==> config.mk <==
export PLATFORM = sky130hd
export DESIGN_NAME = frame_stream_gate
export DESIGN_NICKNAME = d
export VERILOG_FILES = /design/src/rtl/frame_stream_gate.sv
export SDC_FILE = /design/constraint.sdc
export NUM_CORES = 1
export LEC_CHECK = 0
export ABC_AREA = 1
export CAP_MARGIN = 20
export CORE_ASPECT_RATIO = 1.25
export CORE_UTILIZATION = 55
export DETAILED_ROUTE_END_ITERATION = 12
export PLACE_DENSITY = 0.88
export SETUP_SLACK_MARGIN = 0.5
export SLEW_MARGIN = 20
export SYNTH_ARGS = -nofsm -noshare
export SYNTH_HDL_FRONTEND = slang
export SYNTH_SLANG_ARGS = --single-unit
==> constraint.sdc <==
create_clock -name fclk -period 6.33 [get_ports fclk]
set_clock_uncertainty 0.15 [all_clocks]
set_input_delay 1.5825 -clock fclk [delete_from_list [all_inputs] [get_ports fclk]]
set_output_delay 1.5825 -clock fclk [all_outputs]
set_load 0.05 [all_outputs]
==> src/rtl/frame_stream_gate.sv <==
// frame_stream_gate: admits exactly one frame of W-bit beats per start
// command through a 2-entry skid buffer, then drains and pulses frame_done.
// A stop command aborts the frame and flushes the buffer.
// Ports: fclk, rst_n (async, active low), start, stop, frame_bytes[31:0],
//   din/din_valid/din_ready (upstream), dout/dout_valid/dout_ready
//   (downstream), busy, frame_done, frame_aborted, beats_out[CNT_W-1:0].
// Option: define FRAME_GATE_STALL_CNT_EN to add stall_cycles[31:0], a
//   saturating count of busy cycles with dout_valid & ~dout_ready.
module frame_stream_gate #(
   parameter int W     = 64,
   parameter int CNT_W = 29
) (
   input  logic             fclk,
   input  logic             rst_n,
   input  logic             start,
   input  logic             stop,
   input  logic [31:0]      frame_bytes,
   input  logic [W-1:0]     din,
   input  logic             din_valid,
   output logic             din_ready,
   output logic [W-1:0]     dout,
   output logic             dout_valid,
   input  logic             dout_ready,
   output logic             busy,
   output logic             frame_done,
   output logic             frame_aborted,
   output logic [CNT_W-1:0] beats_out
`ifdef FRAME_GATE_STALL_CNT_EN
   ,
   output logic [31:0]      stall_cycles
`endif
);

   typedef enum logic [1:0] {
      IDLE  = 2'd0,
      RUN   = 2'd1,
      DRAIN = 2'd2
   } state_t;

   state_t           st;
   state_t           st_nxt;
   logic [CNT_W-1:0] rem;
   logic [CNT_W-1:0] rem_nxt;
   logic [CNT_W-1:0] fb_beats;
   logic [1:0]       cnt;
   logic [1:0]       cnt_nxt;
   logic [W-1:0]     b0;
   logic [W-1:0]     b1;
   logic             push;
   logic             pop;
   logic             wr_hi;
   logic             clr;
   logic             done_nxt;
   logic             abort_nxt;
   logic             rdy_nxt;
   logic             unused_lsb;

   assign unused_lsb = ^frame_bytes[2:0];
   assign fb_beats   = CNT_W'(frame_bytes[31:3]);

   assign push       = din_valid & din_ready;
   assign pop        = dout_valid & dout_ready;
   assign dout_valid = (cnt != 2'd0);
   assign dout       = b0;
   assign busy       = (st != IDLE);

   // Slot the incoming beat lands in once this cycle's pop has shifted.
   assign wr_hi = (cnt == 2'd2) | ((cnt == 2'd1) & ~pop);

   always_comb begin
      st_nxt    = st;
      rem_nxt   = rem;
      cnt_nxt   = cnt + {1'b0, push} - {1'b0, pop};
      clr       = 1'b0;
      done_nxt  = 1'b0;
      abort_nxt = 1'b0;
      unique case (st)
         IDLE: begin
            if (start & ~stop) begin
               clr     = 1'b1;
               rem_nxt = fb_beats;
               if (fb_beats != '0) begin
                  st_nxt = RUN;
               end else begin
                  done_nxt = 1'b1;
               end
            end
         end
         RUN: begin
            if (push) begin
               rem_nxt = rem - CNT_W'(1);
               if (rem == CNT_W'(1)) begin
                  st_nxt = DRAIN;
               end
            end
         end
         DRAIN: begin
            // Finish on the edge of the final pop so done follows it directly.
            if (cnt_nxt == 2'd0) begin
               st_nxt   = IDLE;
               done_nxt = 1'b1;
            end
         end
         default: st_nxt = IDLE;
      endcase
      if (stop && (st != IDLE)) begin
         st_nxt    = IDLE;
         cnt_nxt   = 2'd0;
         done_nxt  = 1'b0;
         abort_nxt = 1'b1;
      end
      rdy_nxt = (st_nxt == RUN) && (cnt_nxt != 2'd2) && (rem_nxt != '0);
   end

   always_ff @(posedge fclk or negedge rst_n) begin
      if (!rst_n) begin
         st            <= IDLE;
         rem           <= '0;
         cnt           <= 2'd0;
         b0            <= '0;
         b1            <= '0;
         din_ready     <= 1'b0;
         frame_done    <= 1'b0;
         frame_aborted <= 1'b0;
         beats_out     <= '0;
      end else begin
         st            <= st_nxt;
         rem           <= rem_nxt;
         cnt           <= cnt_nxt;
         din_ready     <= rdy_nxt;
         frame_done    <= done_nxt;
         frame_aborted <= abort_nxt;
         if (!abort_nxt) begin
            if (pop) begin
               b0 <= b1;
            end
            if (push && !wr_hi) begin
               b0 <= din;
            end
            if (push && wr_hi) begin
               b1 <= din;
            end
         end
         if (clr) begin
            beats_out <= '0;
         end else if (pop) begin
            beats_out <= beats_out + CNT_W'(1);
         end
      end
   end

`ifdef FRAME_GATE_STALL_CNT_EN
   always_ff @(posedge fclk or negedge rst_n) begin
      if (!rst_n) begin
         stall_cycles <= '0;
      end else if (clr) begin
         stall_cycles <= '0;
      end else if (busy && dout_valid && !dout_ready &&
                   (stall_cycles != 32'hFFFF_FFFF)) begin
         stall_cycles <= stall_cycles + 32'd1;
      end
   end
`endif

endmodule

==> flow_summary.ini, run 1 <==
[critical_path]
cp_slowest_cell = sky130_fd_sc_hd__o21a_4
timing.rr.start = din_ready
crit_path_start_kind = input port
path_class = input port to register
cpLargestDelayFamily = buffers and inverters
critical_path.reg2reg.endpoint = dout[33]
cp_data_required_time_ns = 6.53
critical_path.max_fanout = 99
timing.reg2reg.worst_path_depth = 6
data_arrival_time_of_the_worst_path_ns = 4.44
crit_path_cell_trace = clkdlybuf4s50_1, nand2_2, nor2_4, o21a_4, buf_4, nor2_1, a31oi_1
worstPathBufferInverterCount = 2
endpoint_kind = register
slowest_delay_ns = 0.78
r2r_slack_ns = 3.36

[synthesis]
synthDominantCellAreaShare_pct = 50.1
cell_with_the_most_instances_after_synthesis = sky130_fd_sc_hd__nand2_1
post-synth-top-area-cell = sky130_fd_sc_hd__dfrtp_1
count_of_flip_flops_with_a_built_in_enable_after_synthesis = 0
synth_area_per_cell_um2 = 8.62
ys_top_cells_by_count = sky130_fd_sc_hd__nand2_1 (222), sky130_fd_sc_hd__dfrtp_1 (193), sky130_fd_sc_hd__nor2_1 (162)
ys_seq_elements = 193
yosys.cell_types.count = 39
synthFlopType = sky130_fd_sc_hd__dfrtp_1
synth_top_cells_by_area = sky130_fd_sc_hd__dfrtp_1 (50%), sky130_fd_sc_hd__nand2_1 (8.7%), sky130_fd_sc_hd__mux2_2 (6.9%)
yosysWarnings = 0
async_reset_ff_share_pct = 100
synth_sequential_area_ratio_pct = 50.1
netlist_area_um2 = 9630
syn_inst = 1117
syn-num-nets = 1224

[floorplanning]
die_width_um = 120
chipHeight_um = 150
core_um2 = 17000
die-area_um2 = 18000
number_of_top_level_pins = 200
row_count = 53
initial_core_util_pct = 56.7

[timing]
final-setup-viol-count = 0
fin_setup_tns_ns = 0
timing.final.hold_violations = 0
fin_crit_ns = 4.24
slew_violations = 0
tightestPinTransition_ns = 1.02
fmax_mhz = 236
timing.hold.ws_ns = 0.342
grt_setup_unrepaired = no
relSlewSlack_pct = 31.9
fin_crit_sh_pct = 67.0

[placement]
numPortBuffers = 196
globalplace.congestion = 0.936
postPlaceCellArea_um2 = 11700
instance_count_after_placement_with_tap_cells_included = 1489
place_hpwl_um = 17600

[hold_path]
worst_hold_startpoint = b1[62]
min_delay_path_depth = 1
min_delay_worst_endpoint = b1[62]
min-delay-path-class = register to register

[power_and_ir_drop]
share_comb_of_total_power_pct = 50.5
power.sequential.fraction_pct = 32.6
power.static_leakage_nw = 5.26
intPower_mw = 3.42
net_switching_power_mw = 3.05
power_density_nw_per_um2 = 526
peakVddDrop_v = 0.000324
switching_share_pct = 47.1
power_frac_clock_pct = 16.9

[route]
vias_per_cell = 5.73
ant_nets = 0
first_iter_violations = 797
post_drt_wl_per_cell_um = 17.1
drc = 0
vias = 8727
drt_first_pass_iters = 6
routed_wl_um = 26000

[global_route]
global_route.overflow_total = 0
gr-usage-all-layers_pct = 29.4
grt_max_degree = 123
grt_pass1_wl_um = 41700
first_global_vias = 8317
antenna_found_initial = 2

[cts]
tritoncts = built
clkLatencyLatePin_ns = 0.44
cts.path.max_buffers = 2
cts_htree_levels = 4
cts_setup_buffers = 0
cts_made_buffers = 17
post_cts_resized = 0
clock_sink_count = 193
cts_hold_buffers = 0
cts.clk_slew.worst_paths_ns = 0.08
root_buffer_master = sky130_fd_sc_hd__clkbuf_16

[cells_and_area]
design.final.nets = 1395
finish.cell_count_without_fillers = 1522
design_area_um2 = 12300
postLayoutCoreUtil_pct = 72.5
synthToLayoutAreaGrowth_pct = 27.8
final_layout_size_suffix_gt1_share_pct = 10.1

[run]
drv_cap = 0

[outcome]
outcome = complete, no violations
## power by group through the flow
| stage | combinational [mW] | clock [mW] | sequential [mW] |
|---|---|---|---|
| after detailed placement | 3.24 | 0 | 2.12 |
| final | 3.27 | 1.09 | 2.11 |
| after global routing | 3.52 | 1.16 | 2.17 |
| after global placement | 3.15 | 0 | 2.09 |
| after CTS | 3.26 | 1.11 | 2.11 |
| after floorplan | 1.51 | 0 | 2.84 |
## sequential cells by signal (all words and copies together), names as in the netlist
signal and count:
rem 29, dout 64, cnt 2, frame_done 1, beats_out 29, b1 64
st 2, din_ready 1, frame_aborted 1
## per-stage QoR
stage	setup WS [ns]	total power, mW
CTS	2.14	6.47
finish	2.09	6.47
global route	1.92	6.86
detailed placement	1.67	5.36
global placement	1.76	5.24
floorplan	3.03	4.36
## cell usage in the layout, fill, tap and decap left out, drive strengths merged, types with 4 or more instances in the layout
master,instances
inv,93
o21ai,90
nor3,11
a21oi,31
nor4,11
clkdlybuf4s50,195
nand3,52
a22oi,17
nand4,18
clkinv,5
mux2,64
ha,5
nor2,178
buf,7
a31oi,65
xnor2,4
nand2,228
clkbuf,18
dfrtp,193
## final cells by class
cell class / count / area [µm²]
multi-input cells: 790 / 4260
inverters: 83 / 312
fillers: 1244 / 4670
diodes: 1 / 2.50
clock inverters: 15 / 176
repair buffers: 203 / 2030
clock buffers: 17 / 425
flip-flops and latches: 193 / 4830
well taps: 220 / 275
## logic make-up (layout without fill, tap and decap cells)
family,count (synthesis),in the layout,synth area share (%)
xor gates and xnor gates,7,7,0.637
AOI/OAI and AO/OA,215,215,12.8
adders and majority gates,5,5,0.650
DFF,193,193,50.1
other,0,1,0
buffers and inverters,134,318,5.94
muxes,64,64,7.48
and+or+nand+nor,499,499,22.3
## layer usage
layer	up-vias	track usage, %	part of all wire [%]
met4	2	13.5	3.5
met2	356	49.1	51
met3	65	5.53	6.1
met1	4183	37.0	39
li1	4121	-	-
met5	-	0	0.050
## worst max-delay path by stage
stage	cells past startpoint	startpoint	slack, ns	end
floorplan	11	din_valid	3.03	frame_done
global placement	7	din_valid	1.76	dout[43]
detailed placement	7	din_valid	1.67	dout[33]
CTS	7	din_valid	2.14	dout[33]
global route	7	din_valid	1.92	dout[34]
finish	7	din_valid	2.09	dout[33]
Note: power is estimated with default switching activity, not from simulation.
==> run 2, diff against run 1 <==
--- a/config.mk
+++ b/config.mk
@@ -8,9 +8,9 @@
 export ABC_AREA = 1
 export CAP_MARGIN = 20
 export CORE_ASPECT_RATIO = 1.25
-export CORE_UTILIZATION = 55
+export CORE_UTILIZATION = 52
 export DETAILED_ROUTE_END_ITERATION = 12
-export PLACE_DENSITY = 0.88
+export PLACE_DENSITY = 0.84
 export SETUP_SLACK_MARGIN = 0.5
 export SLEW_MARGIN = 20
 export SYNTH_ARGS = -nofsm -noshare
==> constraint.sdc (replaced) <==
create_clock -name fclk -period 4.4 [get_ports fclk]
set_clock_uncertainty 0.15 [all_clocks]
set_input_delay 1.1 -clock fclk [delete_from_list [all_inputs] [get_ports fclk]]
set_output_delay 1.1 -clock fclk [all_outputs]
set_load 0.05 [all_outputs]
==> flow_summary.ini, run 2 (same netlist as run 1, synthesis figures left out) <==
[power_and_ir_drop]
power_density_nw_per_um2 = 750
peakVddDrop_v = 0.000341
power.static_leakage_nw = 5.33

[route]
routed-wl-met3_um = 1380
routed_wl_um = 25700
drc = 0
met2_routed_length_um = 13200
wl_met1_um = 10200
ant_nets = 0
vias_per_cell = 5.64
vias = 8701
post_drt_wl_per_cell_um = 16.6
first_iter_violations = 743
top_layer_used = met4
drt_first_pass_iters = 8

[cts]
tritoncts = built
clock_sink_count = 193
cts_hold_buffers = 0
post_cts_resized = 0
cts.path.max_buffers = 2
cts_setup_buffers = 0
cts.clk_slew.worst_paths_ns = 0.08
cts_htree_levels = 4
root_buffer_master = sky130_fd_sc_hd__clkbuf_16
clkLatencyLatePin_ns = 0.43
cts_made_buffers = 17

[placement]
globalplace.congestion = 0.946
numPortBuffers = 196
instance_count_after_placement_with_tap_cells_included = 1510
place_hpwl_um = 18000

[hold_path]
min_delay_path_depth = 1
min-delay-path-class = register to register

[outcome]
outcome = complete, no violations

[timing]
fin_setup_tns_ns = 0
slew_violations = 0
tightestPinTransition_ns = 0.924
fin_crit_ns = 3.53
relSlewSlack_pct = 38.2
final-setup-viol-count = 0
fmax_mhz = 283
fin_crit_sh_pct = 80.2
grt_setup_unrepaired = no
timing.final.hold_violations = 0

[cells_and_area]
final_common_cell = sky130_fd_sc_hd__nand2_1
final_layout_size_suffix_gt1_share_pct = 11.0
synthToLayoutAreaGrowth_pct = 29.1
postLayoutCoreUtil_pct = 68.7
design.final.nets = 1408
finish.cell_count_without_fillers = 1544
layout_common_cells = sky130_fd_sc_hd__nand2_1 (222), sky130_fd_sc_hd__clkdlybuf4s50_1 (195), sky130_fd_sc_hd__dfrtp_1 (193)

[critical_path]
timing.reg2reg.worst_path_depth = 8
crit_path_start_kind = input port
data_arrival_time_of_the_worst_path_ns = 3.69
slowest_delay_ns = 0.66
path_class = input port to register
critical_path.max_fanout = 35
crit_path_cell_trace = clkdlybuf4s50_1, nand2_2, nand3_1, o21ai_4, nand3_4, buf_4, mux2_1
cp_slowest_cell = sky130_fd_sc_hd__nand3_4
endpoint_kind = register
cp_data_required_time_ns = 4.56

[run]
drv_cap = 0

[floorplanning]
core_um2 = 18100
die_width_um = 124
number_of_top_level_pins = 200
die-area_um2 = 19100
row_count = 55
chipHeight_um = 154
initial_core_util_pct = 53.2

[global_route]
grt_max_degree = 106
grt_pass1_wl_um = 41100
antenna_found_initial = 3
gr-usage-all-layers_pct = 27.8
first_global_vias = 8246
global_route.overflow_total = 0
run 2: final timing paths:
path	end	startpoint	slack, ns
max in group asynchronous	rem[28]	rst_n	2.67
min reg2reg	b1[36]	b1[36]	0.34
min	b1[36]	b1[36]	0.34
min in group asynchronous	dout[53]	rst_n	0.60
max reg2reg	b1[62]	cnt[1]	1.35
max	b1[62]	dout_ready	0.87
run 2: cell type report:
| type | instances | area [µm²] |
|---|---|---|
| well taps | 228 | 285 |
| multi-input cells | 790 | 4260 |
| clock buffers | 18 | 439 |
| inverters | 83 | 312 |
| diodes | 2 | 5.00 |
| repair buffers | 216 | 2140 |
| flip-flops and latches | 193 | 4830 |
| clock inverters | 14 | 165 |
| fillers | 1406 | 5660 |
run 2: metrics by stage:
stage                     power [mW]  hold WS [ns]  area, µm²  setup slack [ns]
after floorplan                 6.27         0.308       9630              1.58
after global placement          7.62         0.317      11800             0.481
after detailed placement        7.77         0.329      11800             0.441
after CTS                       9.36         0.345      12400             0.874
after global routing            9.93         0.358      12400             0.729
final                           9.33         0.345      12400             0.871
run 2: worst max-delay path, delay by kind of cell:
kind | cells | cell delay (ns)
AO/OA/AOI/OAI | 1 | 0.36
multiplexers | 1 | 0.34
AND/OR/NAND/NOR | 3 | 1.01
buffers and inverters | 2 | 0.85
run 2: metal layers:
layer | GRT usage (%) | vias up
met3 | 5.04 | 56
met2 | 46.4 | 335
met5 | 0 | -
li1 | - | 4138
met4 | 12.5 | 0
met1 | 34.6 | 4172
run 2: where the power goes:
| part | total [mW] | internal, mW | switching [mW] |
|---|---|---|---|
| combinational | 4.71 | 1.64 | 3.07 |
| clock | 1.58 | 0.831 | 0.746 |
| sequential | 3.04 | 2.54 | 0.501 |
| total | 9.33 | 5.01 | 4.32 |
